$ cat config.mk
export PLATFORM = sky130hd
export DESIGN_NAME = nibble_packer
export DESIGN_NICKNAME = d
export VERILOG_FILES = /design/src/rtl/nibble_packer.sv
export SDC_FILE = /design/constraint.sdc
export NUM_CORES = 1
export LEC_CHECK = 0
export CORE_MARGIN = 2
export CORE_UTILIZATION = 30
export CTS_CLUSTER_SIZE = 10
export DETAILED_ROUTE_END_ITERATION = 10
export GPL_ROUTABILITY_DRIVEN = 0
export GPL_TIMING_DRIVEN = 0
export PLACE_DENSITY = 0.65
export SYNTH_ARGS = -nofsm -noshare
export SYNTH_HDL_FRONTEND = slang
export SYNTH_SLANG_ARGS = --single-unit
$ cat constraint.sdc
create_clock -name clk -period 1.65 [get_ports clk]
set_input_delay 0.2475 -clock clk [delete_from_list [all_inputs] [get_ports clk]]
set_output_delay 0.2475 -clock clk [all_outputs]
set_load 0.02 [all_outputs]
$ cat src/rtl/nibble_packer.sv
// nibble_packer: pops WIDTH-bit words from an upstream FIFO and packs LANES of
// them into one WIDTH*LANES-bit output word, with lane 0 in the least
// significant bits. A flush request emits a partially filled word early.
//
// Ports:
//   clk        single clock, rising edge
//   rst        synchronous active-high reset
//   fifo_empty upstream FIFO empty flag
//   fifo_read  one-cycle pop request (combinational)
//   fifo_data  FIFO read data, valid the cycle after fifo_read
//   flush      request to emit a partially filled word
//   m_data     packed output word; unfilled lanes read 0
//   m_valid    m_data is valid (registered)
//   m_ready    downstream accept
//   m_lanes    number of filled lanes in m_data
//   m_partial  high when m_lanes < LANES
//   m_parity   XOR of all m_data bits (only with NIBBLE_PACKER_PARITY_EN)
//
// Build option: define NIBBLE_PACKER_PARITY_EN to add the m_parity output.
module nibble_packer #(
  parameter int unsigned WIDTH = 4,
  parameter int unsigned LANES = 4
) (
  input  logic                   clk,
  input  logic                   rst,
  input  logic                   fifo_empty,
  output logic                   fifo_read,
  input  logic [WIDTH-1:0]       fifo_data,
  input  logic                   flush,
  output logic [WIDTH*LANES-1:0] m_data,
  output logic                   m_valid,
  input  logic                   m_ready,
  output logic [3:0]             m_lanes,
  output logic                   m_partial
`ifdef NIBBLE_PACKER_PARITY_EN
  ,
  output logic                   m_parity
`endif
);

  typedef enum logic [1:0] {StFetch, StCapture, StSend} state_e;

  state_e state_q, state_d;

  logic [3:0]             cnt_q, cnt_d;
  logic [WIDTH*LANES-1:0] data_q, data_d;
  logic                   valid_q, valid_d;
  logic [3:0]             lanes_q, lanes_d;
  logic                   partial_q, partial_d;

  logic last_lane;
  logic flush_go;
  logic capture;
  logic load_send;
  logic xfer;

  assign last_lane = (cnt_q == 4'(LANES - 1));
  // Flush only wins when the FIFO has nothing to offer and a word is started.
  assign flush_go  = fifo_empty && flush && (cnt_q != 4'd0);

  // State register
  always_ff @(posedge clk) begin
    if (rst) begin
      state_q <= StFetch;
    end else begin
      state_q <= state_d;
    end
  end

  // Next-state logic
  always_comb begin
    state_d = state_q;
    case (state_q)
      StFetch: begin
        if (!fifo_empty) begin
          state_d = StCapture;
        end else if (flush_go) begin
          state_d = StSend;
        end
      end
      StCapture: state_d = last_lane ? StSend : StFetch;
      StSend: begin
        if (valid_q && m_ready) begin
          state_d = StFetch;
        end
      end
      default: state_d = StFetch;
    endcase
  end

  // FSM outputs
  always_comb begin
    // Gated by rst so no pop can be lost while the packer is being cleared.
    fifo_read = (state_q == StFetch) && !fifo_empty && !rst;
    capture   = (state_q == StCapture);
    load_send = (capture && last_lane) || ((state_q == StFetch) && flush_go);
    xfer      = (state_q == StSend) && valid_q && m_ready;
  end

  // Datapath next state
  always_comb begin
    data_d    = data_q;
    cnt_d     = cnt_q;
    valid_d   = valid_q;
    lanes_d   = lanes_q;
    partial_d = partial_q;
    if (capture) begin
      for (int unsigned i = 0; i < LANES; i++) begin
        if (cnt_q == 4'(i)) begin
          data_d[i*WIDTH +: WIDTH] = fifo_data;
        end
      end
      cnt_d = cnt_q + 4'd1;
    end
    if (load_send) begin
      valid_d   = 1'b1;
      lanes_d   = cnt_d;
      partial_d = (cnt_d < 4'(LANES));
    end
    if (xfer) begin
      data_d    = '0;
      cnt_d     = 4'd0;
      valid_d   = 1'b0;
      lanes_d   = 4'd0;
      partial_d = 1'b0;
    end
  end

  always_ff @(posedge clk) begin
    if (rst) begin
      data_q    <= '0;
      cnt_q     <= 4'd0;
      valid_q   <= 1'b0;
      lanes_q   <= 4'd0;
      partial_q <= 1'b0;
    end else begin
      data_q    <= data_d;
      cnt_q     <= cnt_d;
      valid_q   <= valid_d;
      lanes_q   <= lanes_d;
      partial_q <= partial_d;
    end
  end

  assign m_data    = data_q;
  assign m_valid   = valid_q;
  assign m_lanes   = lanes_q;
  assign m_partial = partial_q;

`ifdef NIBBLE_PACKER_PARITY_EN
  logic parity_q, parity_d;

  // Computed from the word being launched so it lines up with m_valid.
  always_comb begin
    parity_d = parity_q;
    if (load_send) begin
      parity_d = ^data_d;
    end
    if (xfer) begin
      parity_d = 1'b0;
    end
  end

  always_ff @(posedge clk) begin
    if (rst) begin
      parity_q <= 1'b0;
    end else begin
      parity_q <= parity_d;
    end
  end

  assign m_parity = parity_q;
`endif

endmodule

# Word level (Yosys, flattened, before mapping)
# Cells that the tools add are included.
# classes
n_eq_ne	7
mux	6
n_lt_le_gt_ge	1
add_sub_neg	1
reduce_logical	21
# ops
operator	count
AND reduction 2 bit	5
logical AND 1 bit	9
== test 4 x 2 -> 1 bit (second input constant)	2
two-way mux 2 bit	4
case mux 2 bit (3 select lines)	1
adder 4 x 1 -> 4 bit (second input constant)	1
== test 4 x 1 -> 1 bit (second input constant)	1
logical NOT 4 bit	1
less-than comparator 4 x 3 -> 1 bit (second input constant)	1
two-way mux 4 bit	1
nonzero test 4 bit	1
inequality test 3 bit (second input constant)	1
== test 2 x 1 -> 1 bit (second input constant)	1
== test 2 bit (second input constant)	1
logical NOT 1 bit	2
logical NOT 2 bit	1
inequality test 2 bit (second input constant)	1
OR reduction 2 bit	1
logical OR 1 bit	1
# word_totals
register_bits	28
wordCells	45

# Logic depth before layout (Yosys ltp)
# Gate-level depths: netlist of run 1.
# depth
ltp_word	5
mapped_depth	6
depth_no_buf	6

# Worst setup path before layout of run 1
# Ideal clock, no wire load.
# synth_path
path_type	register to register
startpoint	reg cnt_q[0]
endpoint	reg lanes_q[3], in the netlist m_lanes[3]
period_less_slack_ns	1.647
required_time_ns	1.522
slack_ns	0.003
arrival_ns	1.519
stages_incl_launch_ff	7
path_buffers	0
path_cell_list	dfxtp_1 inv_1 ha_1 or3b_4 a32oi_4 nor2b_1 a211oi_2
# synth_via
elab_chain_len	4
word_cells_on_any_way	8
# synth_lines
element	line	rtl
start, declared	45	logic [3:0] cnt_q, cnt_d;
start signal, assigned	138	cnt_q <= cnt_d;
branches (longest 4 deep; another with adder 4 x 1 -> 4 bit)	--	
end signal, assigned	140	lanes_q <= lanes_d;
end, declared	48	logic [3:0] lanes_q, lanes_d;
# Parallel ways; which one is timed is not known.
# A chain may end at the register's enable or synchronous reset.

# Worst setup path after layout of run 1
# layout_path
startpoint	reg cnt_q[0]
endpoint	reg partial_q, in the netlist m_partial
# layout_via
elab_chain_len	4
word_cells_on_any_way	9
# layout_lines
element	line	rtl
branches (longest 4 deep; another with adder 4 x 1 -> 4 bit)	--	
end signal, assigned	141	partial_q <= partial_d;
end, declared	49	logic partial_q, partial_d;
# Parallel ways; which one is timed is not known.

==> run metrics, run 1 <==
status complete, but fails checks; failing checks setup timing; Yosys top cell by area dfxtp_1; GRT Total Usage 13.77%; Slew headroom 69.88%; max cap viols 0; ys flop type dfxtp_1; Die H 66.18 µm; Final Net Count 181; Max Slew Vio Count 0; critical-path maximum fanout 5; DR vias 1084; period utilization 100.8%; setup TNS -0.02494 ns; Die Area 4380 µm²; Storage cell area 565.5 µm²; PD cells 785.8 nW/µm²; RSZ-0062 raised after global routing yes; synth unique cells 28; # IOs 32; Chip Width 66.18 µm; kind of critical path reg -> reg; H-tree Lvls 1; Setup violations, final 2; actual slew at the worst max-slew pin 0.4517 ns; Clk Latency, worst-skew pair 0.28 ns; Net Count, Synth 139; initial antenna violation count 0; Initial Util 31.45%; vias in the first global route 1013; total wire length 2887 µm; Clock Pin Slew Worst Setup and Hold Paths 0.09 ns; input/output buffers 31; area grow syn2layout 46.06%; WHS 0.4658 ns; first-pass GRT wire length 4629 µm; final hold violation count 0; Yosys top cell area share 48.33%; area occupied by multi-input gates 620.6 µm²; antenna viol nets, final 0; Sink Count 28; P_leak 0.6078 nW; DR iter-0 viols 23; largest net degree at the start of global routing 16; std cell rows 22; worst hold path type reg -> reg; final clock skew 0.004104 ns; ys async rst share 0%; Synth Cell Area 1160 µm²; TritonRoute pass-1 iters 4; CTS Buf Count 3; Yosys reg bits 28; gr ovfl total 0; FILL cells 369; vias per inst 5.042; Ant. Diodes 0; WL/cell 13.43 µm; Clock Path Buffers 2; final worst-path setup slack -0.01254 ns; fraction of layout cells with a size suffix above 1 17.37%; Post-synth EDFFs 0; crit path time final 1.663 ns; CTS tree built; Critical Path RT 1.81 ns; highest clock rate 0.6015 GHz; CP Launch Type register; Mean Syn Cell Area 9.205 µm²; CTS root buf clkbuf_8; YS warnings 0; largest cells by area after synthesis dfxtp_1 48%, nand3_1 7.3%, a21oi_1 6.0%, nand2_1 5.5%, ha_1 4.3%; Critical Path AT 1.83 ns; Setup crit end kind register; Post-route DRC 0; Place WS -0.2060 ns; Max rail drop VDD 0.7165 mV; sequential-to-total area share from yosys stat 48.33%; DP HPWL 2030 µm; cell count after synthesis 126; Core Region 3689 µm²; top cells by count, synth 28 x dfxtp_1, 17 x nand2_1, 17 x nand3_1; most numerous cell in the Yosys netlist dfxtp_1
## layout by cell type, fill, tap and decap left out, types with 2 or more instances in the layout
cell and instances:
clkdlybuf4s50_1 30, dfxtp_1 26, nand3_1 17, nand2_1 17, a21oi_1 14, nor2_1 10
buf_4 6, mux2i_1 4, clkbuf_8 4, o31ai_1 3, ha_1 3, nor4_1 2
clkbuf_2 2, nor2b_2 2, xor2_1 2, a32oi_4 2, inv_2 2
## metal layers
| metal | vias up | wire length (µm) | global-route usage (%) |
|---|---|---|---|
| li1 | 532 | - | - |
| met1 | 517 | 1313 | 17.94 |
| met2 | 30 | 1381 | 22.25 |
| met3 | 5 | 136 | 2.215 |
| met4 | 0 | 55 | 6.122 |
| met5 | - | 0 | 0 |
## where the power goes
part	switching (mW)	internal [mW]	total [mW]
Clock	0.210	0.214	0.424
Sequential	0.0151	0.692	0.707
Combinational	0.107	0.0930	0.200
Total	0.332	0.999	1.33
## kinds of logic after synthesis
kind of cell	after synthesis	share of synthesized area, %
adder cells (fa/ha/maj)	4	4.315
XOR/XNOR	3	2.266
multiplexers	4	3.452
AND/OR/NAND/NOR	54	23.41
flip-flops	28	48.33
AO/OA/AOI/OAI	24	15.10
buffers and inverters	9	3.128
## layout make-up
cell class                      instances  share of cell area, %
Buffer                                  4                  1.256
Sequential cell                        28                  33.38
Clock buffer                            4                  3.250
Tap cell                               48                  3.545
Inverter                                4                  1.034
Timing Repair Buffer                   37                  20.90
Multi-Input combinational cell         90                  36.63
## worst paths after layout
| path | start | endpoint | slack [ns] | cells past startpoint |
|---|---|---|---|---|
| worst max-delay path | cnt_q[0] | m_partial | -0.01 | 6 |
| worst min-delay path | m_data[12] | m_data[12] | 0.47 | 2 |
| worst max register to register | cnt_q[0] | m_partial | -0.01 | 6 |
| worst min register to register | m_data[12] | m_data[12] | 0.47 | 2 |
## through the flow
| step | total power [mW] | util, % | cells | instance area [µm²] |
|---|---|---|---|---|
| after global placement | 0.8846 | 41.49 | 205 | 1530 |
| final | 1.331 | 45.93 | 215 | 1694 |
| after CTS | 1.313 | 44.06 | 211 | 1625 |
| after global routing | 1.375 | 45.93 | 215 | 1694 |
| after floorplan | 0.8188 | - | 126 | 1160 |
| after detailed placement | 0.8892 | 41.49 | 205 | 1530 |
## registers in the layout (all words and copies together), names as in the netlist
name	cells
m_data	16
m_valid	1
m_lanes	4
m_partial	1
cnt_q	4
state_q	2
## worst max-delay path: stages (launching register included)
cell	delay [ns]
dfxtp_4	0.38
inv_4	0.06
ha_4	0.12
or3b_4	0.42
a32oi_4	0.32
nor2b_2	0.20
nor3_1	0.05
## what timing repair did
action / CTS / global route
pin swaps: 2 / 4
gates cloned: 1 / 0
hold buffers: 0 / 0
gates resized for setup: 7 / 15
buffers inserted: 1 / 5
setup endpoints to repair: 7 / 25
(Power assumes the default switching activity.)
==> run 2: changes to the inputs <==
SKIP_LAST_GASP = 1   (was default)
==> run 2 against run 1 <==
  * Worst setup slack improved by 0.00072 ns
  * Cell area decreased by 0.22%
  * Critical endpoint is now m_lanes[3]
  * Routed wire length increased by 0.28%
  * The run still ends with setup timing left
  * Clock skew is essentially flat
==> run metrics, run 2 (same netlist as run 1, synthesis figures left out) <==
status complete, but fails checks; failing checks setup timing; critical-path maximum fanout 5 (unchanged); DR iter-0 viols 27 (+17%); input/output buffers 31 (unchanged); Setup crit end kind register; flop2flop setup slack -0.01 ns (about the same); Setup violations, final 2 (unchanged); Post-route DRC 0 (unchanged); Clock Pin Slew Worst Setup and Hold Paths 0.09 ns (about the same); max cap viols 0 (unchanged); final clock skew 0.004269 ns (+0.0001644 ns); H-tree Lvls 1 (unchanged); WL/cell 13.47 µm (+0.28%); crit path time final 1.662 ns (-0.0007196 ns); setup TNS -0.02261 ns (+0.002331 ns); RSZ-0062 raised after global routing yes; CTS root buf clkbuf_8; Die Area 4380 µm² (unchanged); Final Net Count 181 (unchanged); period utilization 100.7% (about the same); total wire length 2895 µm (+0.28%); largest net degree at the start of global routing 16 (unchanged); kind of critical path reg -> reg; Clock Path Buffers 2 (unchanged); Storage cell area 565.5 µm² (unchanged); placed instance area 1530 µm² (unchanged); Clk Latency, worst-skew pair 0.28 ns (about the same); max reg flops 16 (unchanged); Max Slew Vio Count 0 (unchanged); Initial Util 31.45% (unchanged); vias per inst 5.033 (-0.18%); initial antenna violation count 0 (unchanged); first-pass GRT wire length 4629 µm (unchanged); DP HPWL 2030 µm (unchanged); final hold violation count 0 (unchanged); vias in the first global route 1013 (unchanged); PD cells 786.0 nW/µm² (about the same); CP Launch Type register; # IOs 32 (unchanged); CTS tree built; gr ovfl total 0 (unchanged); Final Cell Area 1690 µm² (-0.22%); Max rail drop VDD 0.7156 mV (-0.13%); Critical Path AT 1.82 ns (about the same); std cell rows 22 (unchanged); Slew headroom 69.84% (about the same); worst hold path type reg -> reg; Die H 66.18 µm (unchanged); Chip Width 66.18 µm (unchanged); Ant. Diodes 0 (unchanged); Pwr Total 1.329 mW (-0.19%); CTS Buf Count 3 (unchanged); GRT Total Usage 13.77% (unchanged); P_leak 0.6046 nW (-0.51%); Place WS -0.2060 ns (unchanged); area occupied by multi-input gates 620.6 µm² (unchanged); Critical Path RT 1.81 ns (about the same); DR vias 1082 (-0.18%); fraction of layout cells with a size suffix above 1 16.77% (-0.60 points); most common cell after layout, fill and taps aside clkdlybuf4s50_1; final worst-path setup slack -0.01183 ns (+0.0007196 ns); antenna viol nets, final 0 (unchanged); actual slew at the worst max-slew pin 0.4524 ns (+0.0006783 ns); area grow syn2layout 45.74%; Core Region 3689 µm² (unchanged); FILL cells 371 (+0.54%); Sink Count 28 (unchanged); highest clock rate 0.6017 GHz (about the same); TritonRoute pass-1 iters 4 (unchanged); commonest cells after routing, fill and taps aside 30 x clkdlybuf4s50_1, 26 x dfxtp_1, 17 x nand3_1, 17 x nand2_1, 14 x a21oi_1
[run 2: cell types whose count changed in the layout (fill, tap and decap cells not counted), sizes merged]
cell    change
clkbuf      -1
buf         +1
[run 2: path summary, 6_finish.rpt]
| check | from | to | cells past startpoint |
|---|---|---|---|
| setup / recovery | cnt_q[0] | m_lanes[3] | 6 |
| hold / removal | m_data[12] | m_data[12] | 2 |
| setup reg to reg | cnt_q[0] | m_lanes[3] | 6 |
| hold reg to reg | m_data[12] | m_data[12] | 2 |
[run 2: repair_timing]
item	4_1_cts	5_1_grt
pin swaps	2	4
setup endpoints to repair	7	25
hold buffers	0	0
gates cloned	1	0
resized for setup	6	14
setup buffers	1	5
[run 2: worst max-delay path, cell delays in order, from the launching register on]
cell and delay (ns):
dfxtp_4 0.38, inv_4 0.06, ha_4 0.11, or3b_4 0.42, a32oi_4 0.32, nor2b_4 0.20, a211oi_2 0.04
[run 2: per-layer routing]
layer  vias to the layer above  track usage, %  wire [µm]
met1                       520           17.94       1317
li1                        529               -          -
met2                        28           22.25       1404
met4                         0           6.122         54
met5                         -               0          0
met3                         5           2.215        118
[run 2: per-stage QoR]
| step | hold slack, ns | utilization, % | std cells |
|---|---|---|---|
| 6_report | 0.4651 | 45.83 | 215 |
| 4_1_cts | 0.4675 | 44.00 | 211 |
| 2_1_floorplan | 0.3192 | - | 126 |
| 3_3_place_gp | 0.4497 | 41.49 | 205 |
| 5_1_grt | 0.4922 | 45.83 | 215 |
| 3_5_place_dp | 0.4547 | 41.49 | 205 |
[run 2: area by class of cell]
cell class                      count  share of cell area [%]
Multi-Input combinational cell     90                   36.71
Inverter                            4                   1.036
Buffer                              4                   1.036
Sequential cell                    28                   33.46
Clock buffer                        4                   3.257
Timing Repair Buffer               37                   20.95
Tap cell                           48                   3.553
[run 2: power by group]
group / switching [mW] / internal, mW / total [mW]
Clock: 0.209 / 0.214 / 0.423
Combinational: 0.107 / 0.0916 / 0.199
Sequential: 0.0151 / 0.692 / 0.707
==> run 3: changes to the inputs <==
HOLD_SLACK_MARGIN = 0.1   (was default)
clock period = 1.35 ns   (was 1.65 ns; I/O delays follow)
==> run 3 against run 2 <==
  * Routed wire length is 0.38% lower
  * Cell area is 3.8% higher
  * Critical endpoint is now m_valid
  * Clock skew is 0.0031 ns higher
  * The flow still finishes with violations (setup timing)
  * Fmax is 4.3% higher
==> run metrics, run 3 (same netlist as run 1, synthesis figures left out) <==
H-tree Lvls 1 (unchanged); Ant. Diodes 0 (unchanged); Max rail drop VDD 0.5629 mV (-21%); CTS tree built; antenna viol nets, final 0 (unchanged); fraction of layout cells with a size suffix above 1 27.75% (+11 points); final hold violation count 0 (unchanged); Post-route DRC 0 (unchanged); highest clock rate 0.6275 GHz (+4.3%); max incr delay on CP 0.39 ns (-0.03 ns); Levels on crit path 7 (+1); clock power share 28.0% (-3.8 points); Clock Path Buffers 2 (unchanged); TritonRoute pass-1 iters 4 (unchanged); critical-path maximum fanout 5 (unchanged); most common cell after layout, fill and taps aside dfxtp_1; switching power of the nets 391.7 µW (+18%); Critical Path AT 1.77 ns (-0.05 ns); P_int 1.176 mW (+18%); total wire length 2884 µm (-0.38%); R2R cell count 7 (+1); Slew headroom 69.63% (-0.21 points); worst hold path type reg -> reg; crit path buf inv count 3 (+2); Max Slew Vio Count 0 (unchanged); Clock Pin Slew Worst Setup and Hold Paths 0.09 ns (about the same); DP HPWL 1965 µm (-3.2%); flop2flop setup slack -0.24 ns (-0.23 ns); CTS Buf Count 3 (unchanged); Setup crit end kind register; critical path's slowest cell or3b_4; Setup violations, final 7 (+5); failing checks setup timing; vias per inst 4.864 (-3.3%); WHS 0.4579 ns (-0.007163 ns); sequential share of power 55.3% (+2.1 points); final clock skew 0.007347 ns (+0.003078 ns); input/output buffers 31 (unchanged); cell breakdown of the critical path inv_4 -> ha_4 -> or3b_4 -> a32oi_4 -> buf_6 -> inv_2 -> o21a_1; kind of critical path reg -> reg; Pwr Total 1.567 mW (+18%); delay-heaviest family, CP simple AND/OR/NAND/NOR gates; initial antenna violation count 0 (unchanged); # IOs 32 (unchanged); P_leak 0.7795 nW (+29%); Die Area 4380 µm² (unchanged); commonest cells after routing, fill and taps aside 23 x dfxtp_1, 21 x dlygate4sd2_1, 16 x nand3_1, 16 x nand2_1, 13 x buf_4; DR iter-0 viols 31 (+15%); CTS root buf clkbuf_8; RSZ-0062 raised after global routing yes; Clk Latency, worst-skew pair 0.27 ns (about the same); max reg flops 16 (unchanged); sw frac 24.99% (+0.066 points); crit path time final 1.594 ns (-0.06814 ns); Die H 66.18 µm (unchanged); Critical Path RT 1.53 ns (-0.28 ns); status complete, but fails checks; GRT Total Usage 14.00% (+0.23 points); WL/cell 13.05 µm (-3.1%); Logic pwr share 16.7% (+1.7 points); Final Net Count 188 (+3.9%); std cell rows 22 (unchanged); Chip Width 66.18 µm (unchanged); vias in the first global route 1015 (+0.20%); DR vias 1075 (-0.65%); actual slew at the worst max-slew pin 0.4496 ns (-0.002829 ns); area grow syn2layout 51.35%; hold path depth 2 (unchanged); Initial Util 31.45% (unchanged); first-pass GRT wire length 4712 µm (+1.8%); period utilization 118.1% (+17 points); Core Region 3689 µm² (unchanged); CP Launch Type register; max cap viols 0 (unchanged); gr ovfl total 0 (unchanged); final worst-path setup slack -0.2437 ns (-0.2319 ns); PD cells 892.9 nW/µm² (+14%); largest net degree at the start of global routing 15 (-1); Sink Count 28 (unchanged)
run 3: what timing repair did:
action / in CTS / in global routing
resized for setup: 39 / 19
pin swaps: 5 / 4
setup buffers: 9 / 6
hold buffers: 0 / 0
endpoints found under the setup margin: 50 / 22
run 3: path summary, 6_finish.rpt:
| path | end | start |
|---|---|---|
| max | m_valid | cnt_q[0] |
| max reg2reg | m_valid | cnt_q[0] |
| min | m_data[8] | m_data[8] |
| min reg2reg | m_data[8] | m_data[8] |
run 3: area by class of cell:
cell class | instances | area, µm²
Clock buffer | 3 | 41.29
Tap cell | 48 | 60.06
Fill cell | 362 | 1933
Buffer | 3 | 21.27
Inverter | 4 | 17.52
Multi-Input combinational cell | 89 | 639.4
Timing Repair Buffer | 46 | 401.6
Sequential cell | 28 | 574.3
run 3: power groups by stage:
stage               clock [mW]  combinational, mW  sequential, mW
finish                   0.439              0.262           0.866
global route             0.486              0.286           0.869
CTS                      0.451              0.225           0.872
detailed placement           0              0.208           0.883
global placement             0              0.205           0.882
floorplan                    0              0.112           0.894
run 3: through the flow:
step                      cell area [µm²]  setup TNS (ns)  setup WS (ns)  utilization [%]  instances
after floorplan                      1176         -0.8861        -0.2132                -        126
after global placement               1546          -8.231        -0.4410            41.93        205
after detailed placement             1546          -9.443        -0.4576            41.93        205
after CTS                            1664          -1.716        -0.2543            45.12        215
after global routing                 1755          -2.077        -0.2987            47.59        221
final                                1755          -1.373        -0.2437            47.59        221
run 3: worst register-to-register path, cell delays in order, from the launching register on:
cell	delay [ns]
dfxtp_4	0.37
inv_4	0.06
ha_4	0.11
or3b_4	0.39
a32oi_4	0.21
buf_6	0.16
inv_2	0.04
o21a_1	0.15
run 3: per-layer routing:
metal | track usage (%) | wire length (µm) | vias up
li1 | - | - | 539
met1 | 17.49 | 1251 | 505
met2 | 23.38 | 1452 | 27
met3 | 1.533 | 117 | 4
met4 | 7.653 | 62 | 0
met5 | 0 | 0 | -
